==> src/rtl/enemy_health_ctrl_pkg.sv <==
// Shared types, widths and arithmetic helpers for the enemy health controller.
package enemy_pkg;

   // Width of the displayed bar width and of the HP target (0..MAX_HP).
   localparam int BORDER_W = 11;

   // Width of the per-frame down counters (hit flash, blink frame spacing).
   localparam int CNT_W = 4;

   typedef enum logic [1:0] {
      IDLE  = 2'd0,
      ALIVE = 2'd1,
      DYING = 2'd2,
      DEAD  = 2'd3
   } health_state_t;

   // Saturating subtract: a - b, clamped at zero instead of wrapping.
   function automatic logic [BORDER_W-1:0] sat_sub11(
      input logic [BORDER_W-1:0] a,
      input logic [BORDER_W-1:0] b
   );
      return (b >= a) ? '0 : (a - b);
   endfunction

endpackage

==> src/rtl/enemy_health_ctrl_frame_down_counter.sv <==
// Frame-rate down counter: loadable, decrements once per tick, stops at zero.
// The zero flag is registered alongside the count so consumers see a clean
// flop output rather than a decode of the count.
module frame_down_counter #(
   parameter int W = 4
) (
   input  logic         clk,
   input  logic         rst,
   input  logic         clear,
   input  logic         load,
   input  logic [W-1:0] load_val,
   input  logic         tick,
   output logic         zero
);

   logic [W-1:0] count;
   logic [W-1:0] count_d;
   logic         active_q;

   // Next count: clear beats load, load beats a same-cycle tick.
   always_comb begin
      // NOTE: default assignment first so every path drives count_d and no latch is inferred.
      count_d = count;
      if (clear) begin
         count_d = '0;
      end else if (load) begin
         count_d = load_val;
      end else if (tick && (count != '0)) begin
         count_d = count - W'(1);
      end
   end

   // Count and nonzero flag registers.
   always_ff @(posedge clk or posedge rst) begin
      // NOTE: asynchronous reset is in the sensitivity list so state clears without a clock edge.
      if (rst) begin
         count    <= '0;
         active_q <= 1'b0;
      end else begin
         // NOTE: non-blocking assignments for all flops so every register samples pre-edge values.
         count    <= count_d;
         active_q <= (count_d != '0);
      end
   end

   assign zero = ~active_q;

endmodule

==> src/rtl/enemy_health_ctrl.sv <==
// Enemy hit-point owner and health bar driver. Accepts damage while alive,
// drains the displayed bar toward the true HP once per frame, blinks the bar
// after death and then hides it and raises dead_out until the next spawn.
module enemy_health_ctrl
   import enemy_pkg::*;
#(
   parameter int MAX_HP        = 96,
   parameter int DRAIN_STEP    = 2,
   parameter int HIT_FRAMES    = 8,
   parameter int BLINK_FRAMES  = 6,
   parameter int BLINK_TOGGLES = 8
) (
   input  logic                clk,
   input  logic                rst,
   input  logic                frame_tick_in,
   input  logic                spawn_in,
   input  logic                damage_valid_in,
   input  logic [7:0]          damage_amt_in,
   output logic [BORDER_W-1:0] border_out,
   output logic                valid_out,
   output logic                hit_flash_out,
   output logic                dead_out
);

   localparam int TOG_W = $clog2(BLINK_TOGGLES + 1);

   localparam logic [BORDER_W-1:0] MAX_HP_W   = BORDER_W'(MAX_HP);
   localparam logic [BORDER_W-1:0] STEP_W     = BORDER_W'(DRAIN_STEP);
   localparam logic [CNT_W-1:0]    HIT_LOAD   = CNT_W'(HIT_FRAMES);
   // The blink counter toggles on the tick that finds it at zero, so loading
   // BLINK_FRAMES-1 gives exactly BLINK_FRAMES ticks between toggles.
   localparam logic [CNT_W-1:0]    BLINK_LOAD = CNT_W'(BLINK_FRAMES - 1);
   localparam logic [TOG_W-1:0]    TOG_LAST   = TOG_W'(BLINK_TOGGLES);

   health_state_t       state;
   logic [BORDER_W-1:0] hp_target;
   logic [BORDER_W-1:0] border_drained;
   logic [BORDER_W-1:0] drain_gap;
   logic [TOG_W-1:0]    toggle_cnt;

   logic hit_accept;
   logic enter_dying;
   logic blink_phase;
   logic blink_tick;
   logic blink_zero;
   logic blink_wrap;
   logic flash_zero;

   // Event decode shared by the counters and the state register.
   always_comb begin
      hit_accept  = (state == ALIVE) && damage_valid_in && !spawn_in;
      enter_dying = (state == ALIVE) && (hp_target == '0) && !spawn_in;
      blink_phase = (state == DYING) && (border_out == '0) && (toggle_cnt != TOG_LAST);
      blink_tick  = blink_phase && frame_tick_in && !spawn_in;
      blink_wrap  = blink_tick && blink_zero;
   end

   // One drain step toward the registered (pre-damage) HP target.
   always_comb begin
      border_drained = border_out;
      drain_gap      = '0;
      if (border_out > hp_target) begin
         drain_gap      = border_out - hp_target;
         border_drained = (drain_gap > STEP_W) ? (border_out - STEP_W) : hp_target;
      end
   end

   frame_down_counter #(.W(CNT_W)) u_flash_cnt (
      .clk      (clk),
      .rst      (rst),
      .clear    (spawn_in),
      .load     (hit_accept),
      .load_val (HIT_LOAD),
      .tick     (frame_tick_in),
      .zero     (flash_zero)
   );

   frame_down_counter #(.W(CNT_W)) u_blink_cnt (
      .clk      (clk),
      .rst      (rst),
      .clear    (spawn_in),
      .load     (enter_dying || blink_wrap),
      .load_val (BLINK_LOAD),
      .tick     (blink_tick),
      .zero     (blink_zero)
   );

   assign hit_flash_out = ~flash_zero;

   // Life-cycle state, HP target and the registered bar outputs.
   always_ff @(posedge clk or posedge rst) begin
      if (rst) begin
         state      <= IDLE;
         hp_target  <= '0;
         border_out <= '0;
         valid_out  <= 1'b0;
         dead_out   <= 1'b0;
         toggle_cnt <= '0;
      end else if (spawn_in) begin
         state      <= ALIVE;
         hp_target  <= MAX_HP_W;
         border_out <= MAX_HP_W;
         valid_out  <= 1'b1;
         dead_out   <= 1'b0;
         toggle_cnt <= '0;
      end else begin
         case (state)
            ALIVE: begin
               if (damage_valid_in) begin
                  hp_target <= sat_sub11(hp_target, {3'b000, damage_amt_in});
               end
               if (frame_tick_in) begin
                  border_out <= border_drained;
               end
               if (enter_dying) begin
                  state      <= DYING;
                  toggle_cnt <= '0;
               end
            end
            DYING: begin
               if (frame_tick_in) begin
                  border_out <= border_drained;
               end
               if (blink_wrap) begin
                  valid_out  <= ~valid_out;
                  toggle_cnt <= toggle_cnt + TOG_W'(1);
               end
               if (toggle_cnt == TOG_LAST) begin
                  state     <= DEAD;
                  valid_out <= 1'b0;
                  dead_out  <= 1'b1;
               end
            end
            DEAD: begin
               valid_out <= 1'b0;
               dead_out  <= 1'b1;
            end
            default: begin
               valid_out <= 1'b0;
               dead_out  <= 1'b0;
            end
         endcase
      end
   end

endmodule

==> config.mk <==
export PLATFORM = sky130hd
export DESIGN_NAME = enemy_health_ctrl
export DESIGN_NICKNAME = d
export VERILOG_FILES = /design/src/rtl/enemy_health_ctrl_pkg.sv /design/src/rtl/enemy_health_ctrl_frame_down_counter.sv /design/src/rtl/enemy_health_ctrl.sv
export SDC_FILE = /design/constraint.sdc
export NUM_CORES = 1
export LEC_CHECK = 0
export CAP_MARGIN = 10
export CORE_ASPECT_RATIO = 0.75
export CORE_MARGIN = 4
export CORE_UTILIZATION = 40
export CTS_CLUSTER_SIZE = 12
export DETAILED_ROUTE_END_ITERATION = 8
export SYNTH_ARGS = -nofsm -noshare
export SYNTH_HDL_FRONTEND = slang
export SYNTH_SLANG_ARGS = --single-unit
==> constraint.sdc <==
create_clock -name clk -period 8.4 [get_ports clk]
set_input_delay 2.1 -clock clk [delete_from_list [all_inputs] [get_ports clk]]
set_output_delay 2.1 -clock clk [all_outputs]
set_load 0.005 [all_outputs]
==> results of run 1 <==
-- metrics by stage --
step	instance area, sq um	power, uW	worst slack [ps]	hold WS (ps)
2_1_floorplan	3370	709	4310	443
3_3_place_gp	3710	829	3640	478
3_5_place_dp	3710	831	3510	471
4_1_cts	3890	1070	3790	483
5_1_grt	3890	1150	3540	496
6_report	3890	1070	3760	488
-- state kept, by name, indices dropped and copies added (netlist names) --
name and cells:
u_blink_cnt.count 4, toggle_cnt 4, u_blink_cnt.active_q 1, u_flash_cnt.count 4
dead_out 1, border_out 11, hp_target 11, u_flash_cnt.active_q 1
valid_out 1, state 2
-- power breakdown --
group	switching [uW]	internal (uW)	leakage [uW]
combinational	334	245	0.00107
clock	80.5	149	0.0000871
sequential	39.8	219	0.000523
total	454	613	0.00168
-- routing by layer --
metal	share of wire [%]	global-route usage, %	vias up
li1	-	-	1533
met1	52	26.2	1408
met2	41	26.4	77
met3	6.4	3.73	4
met4	0.33	2.16	0
met5	0	0	-
-- placed cells by master (no fill, tap or decap), types with 8 or more instances in the layout --
master and instances:
a21oi_1 24, clkdlybuf4s50_1 26, o21ai_0 17, inv_1 41, nor3_1 10, ha_1 26, nand2_1 47, a31oi_1 8
nand4_1 13, nand3_1 15, dfrtp_1 40, nor2_1 36
-- logic make-up after synthesis --
group	synth area share, %
AOI/OAI and AO/OA	21.3
xor gates and xnor gates	2.86
adders and majority gates	10.8
buffers and inverters	7.05
DFF	29.7
muxes	0.927
and+or+nand+nor	27.4
-- worst max-delay path by stage --
stage	from	to	slack (ps)	cells past startpoint
after floorplan	damage_amt_in[1]	hp_target[10]$_DFFE_PP0P_	4310	9
after global placement	damage_amt_in[1]	hp_target[10]$_DFFE_PP0P_	3640	10
after detailed placement	damage_amt_in[1]	hp_target[10]$_DFFE_PP0P_	3510	10
after CTS	damage_amt_in[1]	hp_target[10]$_DFFE_PP0P_	3790	10
after global routing	damage_amt_in[1]	hp_target[10]$_DFFE_PP0P_	3540	10
final	damage_amt_in[1]	hp_target[10]$_DFFE_PP0P_	3760	10
-- final cells by class --
type / count / area, sq um / area share [%]
Clock inverter: 2 / 38.8 / 0.996
Multi-Input combinational cell: 316 / 2130 / 54.8
Timing Repair Buffer: 30 / 290 / 7.46
Inverter: 42 / 158 / 4.05
Clock buffer: 6 / 139 / 3.57
Tap cell: 105 / 131 / 3.38
Sequential cell: 40 / 1000 / 25.7
==> impl_metrics.yaml, run 1 <==
outcome:
  status: "finished clean"
layout:
  diodes: 0
  area_growth_pct: 15.4
  fillers: 804
  final_util_pct: 48.3
  final_net_count: 476
  layout.cells.non_filler: 541
  layout-drive-gt1-share_pct: 7.34
clocking:
  post_cts_buffers: 0
  ctsRootBufferMaster: "clkbuf_16"
  cts_tree: "built"
  h-tree-depth: 2
  cts.sinks: 40
  insertion_delay_ps: 280
  cts_resized: 0
  clk_pin_slew_worst_paths_ps: 60
  clockBufferDepth: 2
  cts_buffers: 5
  hold_buffers: 0
critical_path:
  cp_cell_sequence: "clkdlybuf4s50_1 -> inv_1 -> ha_1 -> nor2b_1 -> o21ai_0 -> a21boi_0 -> o21ai_0 -> o311ai_2 -> nand2_1 -> o311ai_0"
  critical_path.max_fanout: 7
  cp_slowest_cell: "clkdlybuf4s50_1"
  r2r_slack_ps: 5140
  critPathCaptureType: "flop"
  cp_num_buf_inv: 2
  reg2regPathDepth: 9
  max_stage_delay_ps: 450
  cp_data_arrival_time_ps: 4810
  critical_path_class: "in -> reg"
  start_kind: "input pin"
  path_delay_family: "compound AO/OA/AOI/OAI gates"
  r2r-end: "border_out[8]$_DFFE_PP0P_"
  cpMostUsedCell: "o21ai_0"
  cp.required_ps: 8570
  timing.rr.start: "hp_target[5]$_DFFE_PP0P_"
detailed_routing:
  antenna_left: 0
  vias: 3022
  drc_errors: 0
  initialDrtViolationCount: 217
  totalWireLength_um: 8440
  wl_per_cell_um: 15.6
  firstDrtPassIters: 5
  vias_per_cell: 5.59
power_and_ir_drop:
  cellLeakagePower_uw: 0.00168
  p_per_area_nw_per_um2: 274
  max-vdd-ir-drop_v: 0.000114
logic_synthesis:
  synth_seq_cells: 40
  synth_area_per_cell_sq_um: 8.21
  synth_cells: 411
  yosysMostFrequentCell: "nand2_1"
  yosys_warnings: 0
  ys_types: 68
  synth_largest_area_cell: "dfrtp_1"
  syn_area_sq_um: 3370
  yosys_most_used_dff: "dfrtp_1"
  synth_edf_count: 0
  ys_seq_area_share_pct: 29.7
  syn_nets: 452
  synth_async_sr_flop_share_pct: 100
  synth_top_area_share_pct: 29.7
  ys_top_cells_by_area: "dfrtp_1 (30%), ha_1 (9.6%), nand2_1 (5.2%)"
  synth_common_cells: "nand2_1 (47), inv_1 (41), dfrtp_1 (40)"
timing:
  finalHoldViolCount: 0
  max_freq_ghz: 0.216
  rsz0062_at_grt: "false"
  tightest_slew_ps: 824
  layout_min_cycle_time_ps: 4640
  period_share_pct: 55.2
  slew-limit-headroom_pct: 45.0
  fin_skew_ps: 4.92
  finalSetupTns_ps: 0
  slew_violations: 0
  setup_viol: 0
grt:
  grt-ovfl-total: 0
  grt_pass1_vias: 2853
  grt_first_pass_wirelength_um: 14100
  antenna_found_initial: 0
  grt_max_degree: 41
  globalRouteTotalUtil_pct: 17.4
min_path:
  min_to: "toggle_cnt[3]$_DFFE_PP0P_"
  hold_start: "toggle_cnt[3]$_DFFE_PP0P_"
  min_path_cells: 1
  hold_path.class: "reg -> reg"
floorplanning:
  die_area_sq_um: 9980
  die_h_um: 87.5
  die_x_um: 114
  io_pins: 27
  rows: 28
  start_util_pct: 41.9
  fp.coreArea_sq_um: 8060
job:
  cap_violations: 0
place:
  dp_cells: 533
  routabilityCongestion: 0.837
  port_buffers: 26
  place_hpwl_um: 6250
Note: power is estimated with default switching activity, not from simulation.
==> inputs of run 2 (changes only) <==
Clock period 8.4 ns to 4.5 ns, I/O delays scaled along.
==> run 2 against run 1 <==
  * Die area is the same
  * Critical endpoint unchanged
  * Final area is 0.58% higher
  * Register-to-register slack got worse by 3900 ps
  * Critical path type unchanged
==> impl_metrics.yaml, run 2 (synthesized netlist as in run 1, its figures left out) <==
timing:
  tightest_slew_ps: 940
  period_share_pct: 81.5
  slew-limit-headroom_pct: 37.3
  finalSetupTns_ps: 0
  layout_min_cycle_time_ps: 3670
  finalHoldViolCount: 0
  setup_ws_ps: 833
  whs_ps: 480
  slew_violations: 0
  fin_skew_ps: 5.73
  rsz0062_at_grt: "false"
  setup_viol: 0
  max_freq_ghz: 0.273
clocking:
  ctsRootBufferMaster: "clkbuf_16"
  cts_buffers: 5
  cts.sinks: 40
  insertion_delay_ps: 280
  cts_resized: 0
  clockBufferDepth: 2
  h-tree-depth: 2
  clk_pin_slew_worst_paths_ps: 60
  hold_buffers: 0
  cts_tree: "built"
  post_cts_buffers: 0
critical_path:
  crit_start: "damage_amt_in[1]"
  critical_path.max_fanout: 7
  r2r-end: "border_out[9]$_DFFE_PP0P_"
  timing.rr.start: "border_out[0]$_DFFE_PP0P_"
  cp-endpoint: "hp_target[10]$_DFFE_PP0P_"
  critical_path_class: "in -> reg"
  reg2regPathDepth: 12
  critPathCaptureType: "flop"
  cp.required_ps: 4660
  r2r_slack_ps: 1230
  cp_data_arrival_time_ps: 3830
  start_kind: "input pin"
place:
  routabilityCongestion: 0.860
  port_buffers: 26
  dp_slack_ps: 545
  place_hpwl_um: 6360
  place_area_sq_um: 3740
layout:
  final_cell_mix: "nand2_1 (47), inv_1 (41), dfrtp_1 (40)"
  layout-drive-gt1-share_pct: 7.97
  postLayoutCellArea_sq_um: 3920
  area_growth_pct: 16.1
  layout_commonest_cell: "nand2_1"
  final_net_count: 479
  top_regs: "border_out: 11 flops, hp_target: 11 flops"
  diodes: 0
grt:
  grt_max_degree: 28
  antenna_found_initial: 0
  globalRouteTotalUtil_pct: 17.5
  grt_pass1_vias: 2824
  grt_first_pass_wirelength_um: 14100
  grt-ovfl-total: 0
job:
  cap_violations: 0
detailed_routing:
  totalWireLength_um: 8330
  antenna_left: 0
  firstDrtPassIters: 7
  wl_per_cell_um: 15.3
  vias: 3047
  drc_errors: 0
  initialDrtViolationCount: 167
  vias_per_cell: 5.60
floorplanning:
  rows: 28
  die_x_um: 114
  die_h_um: 87.5
  start_util_pct: 41.9
  fp.coreArea_sq_um: 8060
  die_area_sq_um: 9980
  io_pins: 27
power_and_ir_drop:
  p_per_area_nw_per_um2: 509
  cellLeakagePower_uw: 0.00170
  max-vdd-ir-drop_v: 0.000183
min_path:
  hold_path.class: "reg -> reg"
outcome:
  status: "finished clean"
## run 2: cell type report
| type | instances | area, sq um |
|---|---|---|
| clock buffer | 6 | 139 |
| clock inverter | 2 | 38.8 |
| fill | 800 | 4140 |
| inverter | 42 | 158 |
| multi-input combinational | 316 | 2130 |
| sequential | 40 | 1000 |
| tap | 105 | 131 |
| timing repair buffer | 33 | 313 |
## run 2: how the worst min path moves through the flow
stage	startpoint	to	slack (ps)	cells after the start
2_1_floorplan	toggle_cnt[3]$_DFFE_PP0P_	toggle_cnt[3]$_DFFE_PP0P_	440	1
3_5_place_dp	toggle_cnt[3]$_DFFE_PP0P_	toggle_cnt[3]$_DFFE_PP0P_	480	1
3_3_place_gp	toggle_cnt[3]$_DFFE_PP0P_	toggle_cnt[3]$_DFFE_PP0P_	480	1
6_report	toggle_cnt[3]$_DFFE_PP0P_	toggle_cnt[3]$_DFFE_PP0P_	480	1
4_1_cts	toggle_cnt[3]$_DFFE_PP0P_	toggle_cnt[3]$_DFFE_PP0P_	480	1
5_1_grt	toggle_cnt[3]$_DFFE_PP0P_	toggle_cnt[3]$_DFFE_PP0P_	530	1
## run 2: critical path, cell delays in order
cell,delay (ps)
clkdlybuf4s50_1,460
inv_1,60
ha_1,290
nor2b_1,120
o21ai_0,100
a21boi_0,360
o21ai_0,220
o311ai_2,440
nand2_1,260
o311ai_0,390
## run 2: power breakdown
group | switching, uW | internal, uW | leakage [uW] | total, uW
sequential | 69.3 | 409 | 0.000523 | 479
clock | 147 | 278 | 0.0000871 | 425
combinational | 627 | 463 | 0.00109 | 1090
## run 2: layer usage
layer,GRT usage (%),wire [um],up-vias
met2,24.6,3430,83
li1,-,-,1537
met1,26.8,4290,1422
met5,0,0,-
met3,4.14,538,5
met4,4.64,65,0
## run 2: through the flow
stage | total power, uW | utilization, % | instances
CTS | 1990 | 48.6 | 544
global route | 2160 | 48.6 | 544
floorplan | 1320 | - | 411
finish | 1990 | 48.6 | 544
global placement | 1550 | 46.4 | 536
detailed placement | 1560 | 46.4 | 536
==> inputs of run 3 (changes only) <==
Clock period 4.5 ns to 3.3 ns, I/O delays scaled along.
==> run 3 against run 2 <==
  * Worst hold slack improved by 12 ps
  * Clock-buffer cell count is 1 lower
  * Via count increased by 4.2%
  * Critical endpoint is now border_out[7]$_DFFE_PP0P_
  * Largest power group unchanged
==> impl_metrics.yaml, run 3 (synthesized netlist as in run 1, its figures left out) <==
layout:
  diodes: 0
  layout-drive-gt1-share_pct: 12.8
  top_regs: "border_out: 11 flops, hp_target: 11 flops"
  layout_commonest_cell: "nand2_1"
  final_util_pct: 50.7
  final_net_count: 501
  final_cell_mix: "nand2_1 (47), inv_1 (41), dfrtp_1 (40)"
  area_growth_pct: 21.2
timing:
  setup_ws_ps: 173
  finalHoldViolCount: 0
  slew-limit-headroom_pct: 65.2
  max_freq_ghz: 0.320
  rsz0062_at_grt: "false"
  tightest_slew_ps: 523
  finalSetupTns_ps: 0
  slew_violations: 0
  fin_skew_ps: 7.84
  period_share_pct: 94.8
  setup_viol: 0
  layout_min_cycle_time_ps: 3130
grt:
  grt_max_degree: 41
  grt_pass1_vias: 3009
  globalRouteTotalUtil_pct: 17.9
  antenna_found_initial: 1
  grt-ovfl-total: 0
  grt_first_pass_wirelength_um: 14500
power_and_ir_drop:
  sw_frac_of_total_pct: 42.2
  p_switching_uw: 1200
  max-vdd-ir-drop_v: 0.000278
  p_per_area_nw_per_um2: 692
  p_int_uw: 1630
  seq_power_share_pct: 22.2
  cellLeakagePower_uw: 0.00180
  comb_power_share_pct: 57.6
  clkPwrFrac_pct: 20.2
  power_uw: 2830
critical_path:
  reg2regPathDepth: 12
  critical_path.max_fanout: 7
  cp_slowest_cell: "or4_4"
  cp.required_ps: 3470
  critical_path_class: "reg -> reg"
  cpMostUsedCell: "inv_1"
  critPathCaptureType: "flop"
  timing.rr.start: "border_out[0]$_DFFE_PP0P_"
  start_kind: "flop"
  cp_data_arrival_time_ps: 3300
  r2r-end: "border_out[7]$_DFFE_PP0P_"
  cp_cell_sequence: "inv_1 -> ha_2 -> inv_1 -> fa_1 -> and3_1 -> nor4_2 -> a31oi_1 -> or4_4 -> nor4_4 -> buf_4 -> a22oi_1 -> a311o_1"
  max_stage_delay_ps: 560
  r2r_slack_ps: 170
clocking:
  cts.sinks: 40
  clk_pin_slew_worst_paths_ps: 70
  cts_tree: "built"
  cts_buffers: 5
  clockBufferDepth: 2
  hold_buffers: 0
  ctsRootBufferMaster: "clkbuf_16"
  h-tree-depth: 2
  insertion_delay_ps: 290
floorplanning:
  die_area_sq_um: 9980
  die_x_um: 114
  start_util_pct: 41.9
  die_h_um: 87.5
  rows: 28
  fp.coreArea_sq_um: 8060
  io_pins: 27
detailed_routing:
  drc_errors: 0
  vias: 3176
  totalWireLength_um: 8590
  antenna_left: 0
  wl_per_cell_um: 15.2
  vias_per_cell: 5.61
  initialDrtViolationCount: 184
  firstDrtPassIters: 5
place:
  dp_slack_ps: 37.3
  place_hpwl_um: 6710
  routabilityCongestion: 0.852
  port_buffers: 26
min_path:
  min_to: "toggle_cnt[3]$_DFFE_PP0P_"
  min_path_cells: 1
  hold_start: "toggle_cnt[3]$_DFFE_PP0P_"
  hold_path.class: "reg -> reg"
job:
  cap_violations: 0
outcome:
  status: "finished clean"
run 3: through the flow:
stage / cells / hold slack, ps / area (sq um)
floorplan: 411 / 443 / 3370
global placement: 557 / 472 / 3890
detailed placement: 557 / 476 / 3890
CTS: 565 / 488 / 4070
global route: 566 / 538 / 4090
finish: 566 / 491 / 4090
run 3: worst max-delay path: cells and delay by family (launching register included):
| family | cells | cell delay (ps) |
|---|---|---|
| AOI/OAI and AO/OA | 3 | 460 |
| adders and majority gates | 2 | 590 |
| buffers and inverters | 3 | 350 |
| DFF | 1 | 390 |
| and+or+nand+nor | 4 | 1240 |
run 3: worst max-delay path by stage:
stage,from,endpoint,slack (ps),cells after the start
finish,border_out[0]$_DFFE_PP0P_,border_out[7]$_DFFE_PP0P_,170,12
global route,border_out[0]$_DFFE_PP0P_,border_out[7]$_DFFE_PP0P_,10,12
CTS,border_out[0]$_DFFE_PP0P_,border_out[7]$_DFFE_PP0P_,130,12
detailed placement,damage_amt_in[1],hp_target[10]$_DFFE_PP0P_,40,10
global placement,damage_amt_in[1],hp_target[10]$_DFFE_PP0P_,120,10
floorplan,border_out[0]$_DFFE_PP0P_,border_out[7]$_DFFE_PP0P_,400,12
run 3: power by group through the flow:
stage               Combinational (uW)  Sequential (uW)  Clock, uW
floorplan                         1170              636          0
global placement                  1560              636          0
detailed placement                1580              637          0
CTS                               1590              628        580
global route                      1800              638        603
finish                            1630              628        571
run 3: what timing repair did:
item / 4_1_cts / 5_1_grt
endpoints found under the setup margin: 0 / 6
setup buffers: 0 / 1
resized for setup: 0 / 3
run 3: cell type report:
| cell class | instances | area [sq um] |
|---|---|---|
| Fill cell | 777 | 3970 |
| Multi-Input combinational cell | 316 | 2150 |
| Tap cell | 105 | 131 |
| Clock inverter | 3 | 46.3 |
| Sequential cell | 40 | 1000 |
| Inverter | 42 | 158 |
| Timing Repair Buffer | 55 | 478 |
| Clock buffer | 5 | 125 |
run 3: metal layers:
metal  GRT usage, %  vias to the layer above  wire length [um]
li1               -                     1576                 -
met1           26.7                     1505              4340
met2           27.0                       84              3630
met3           3.52                        9               544
met4           3.99                        2                68
met5              0                        -                 7
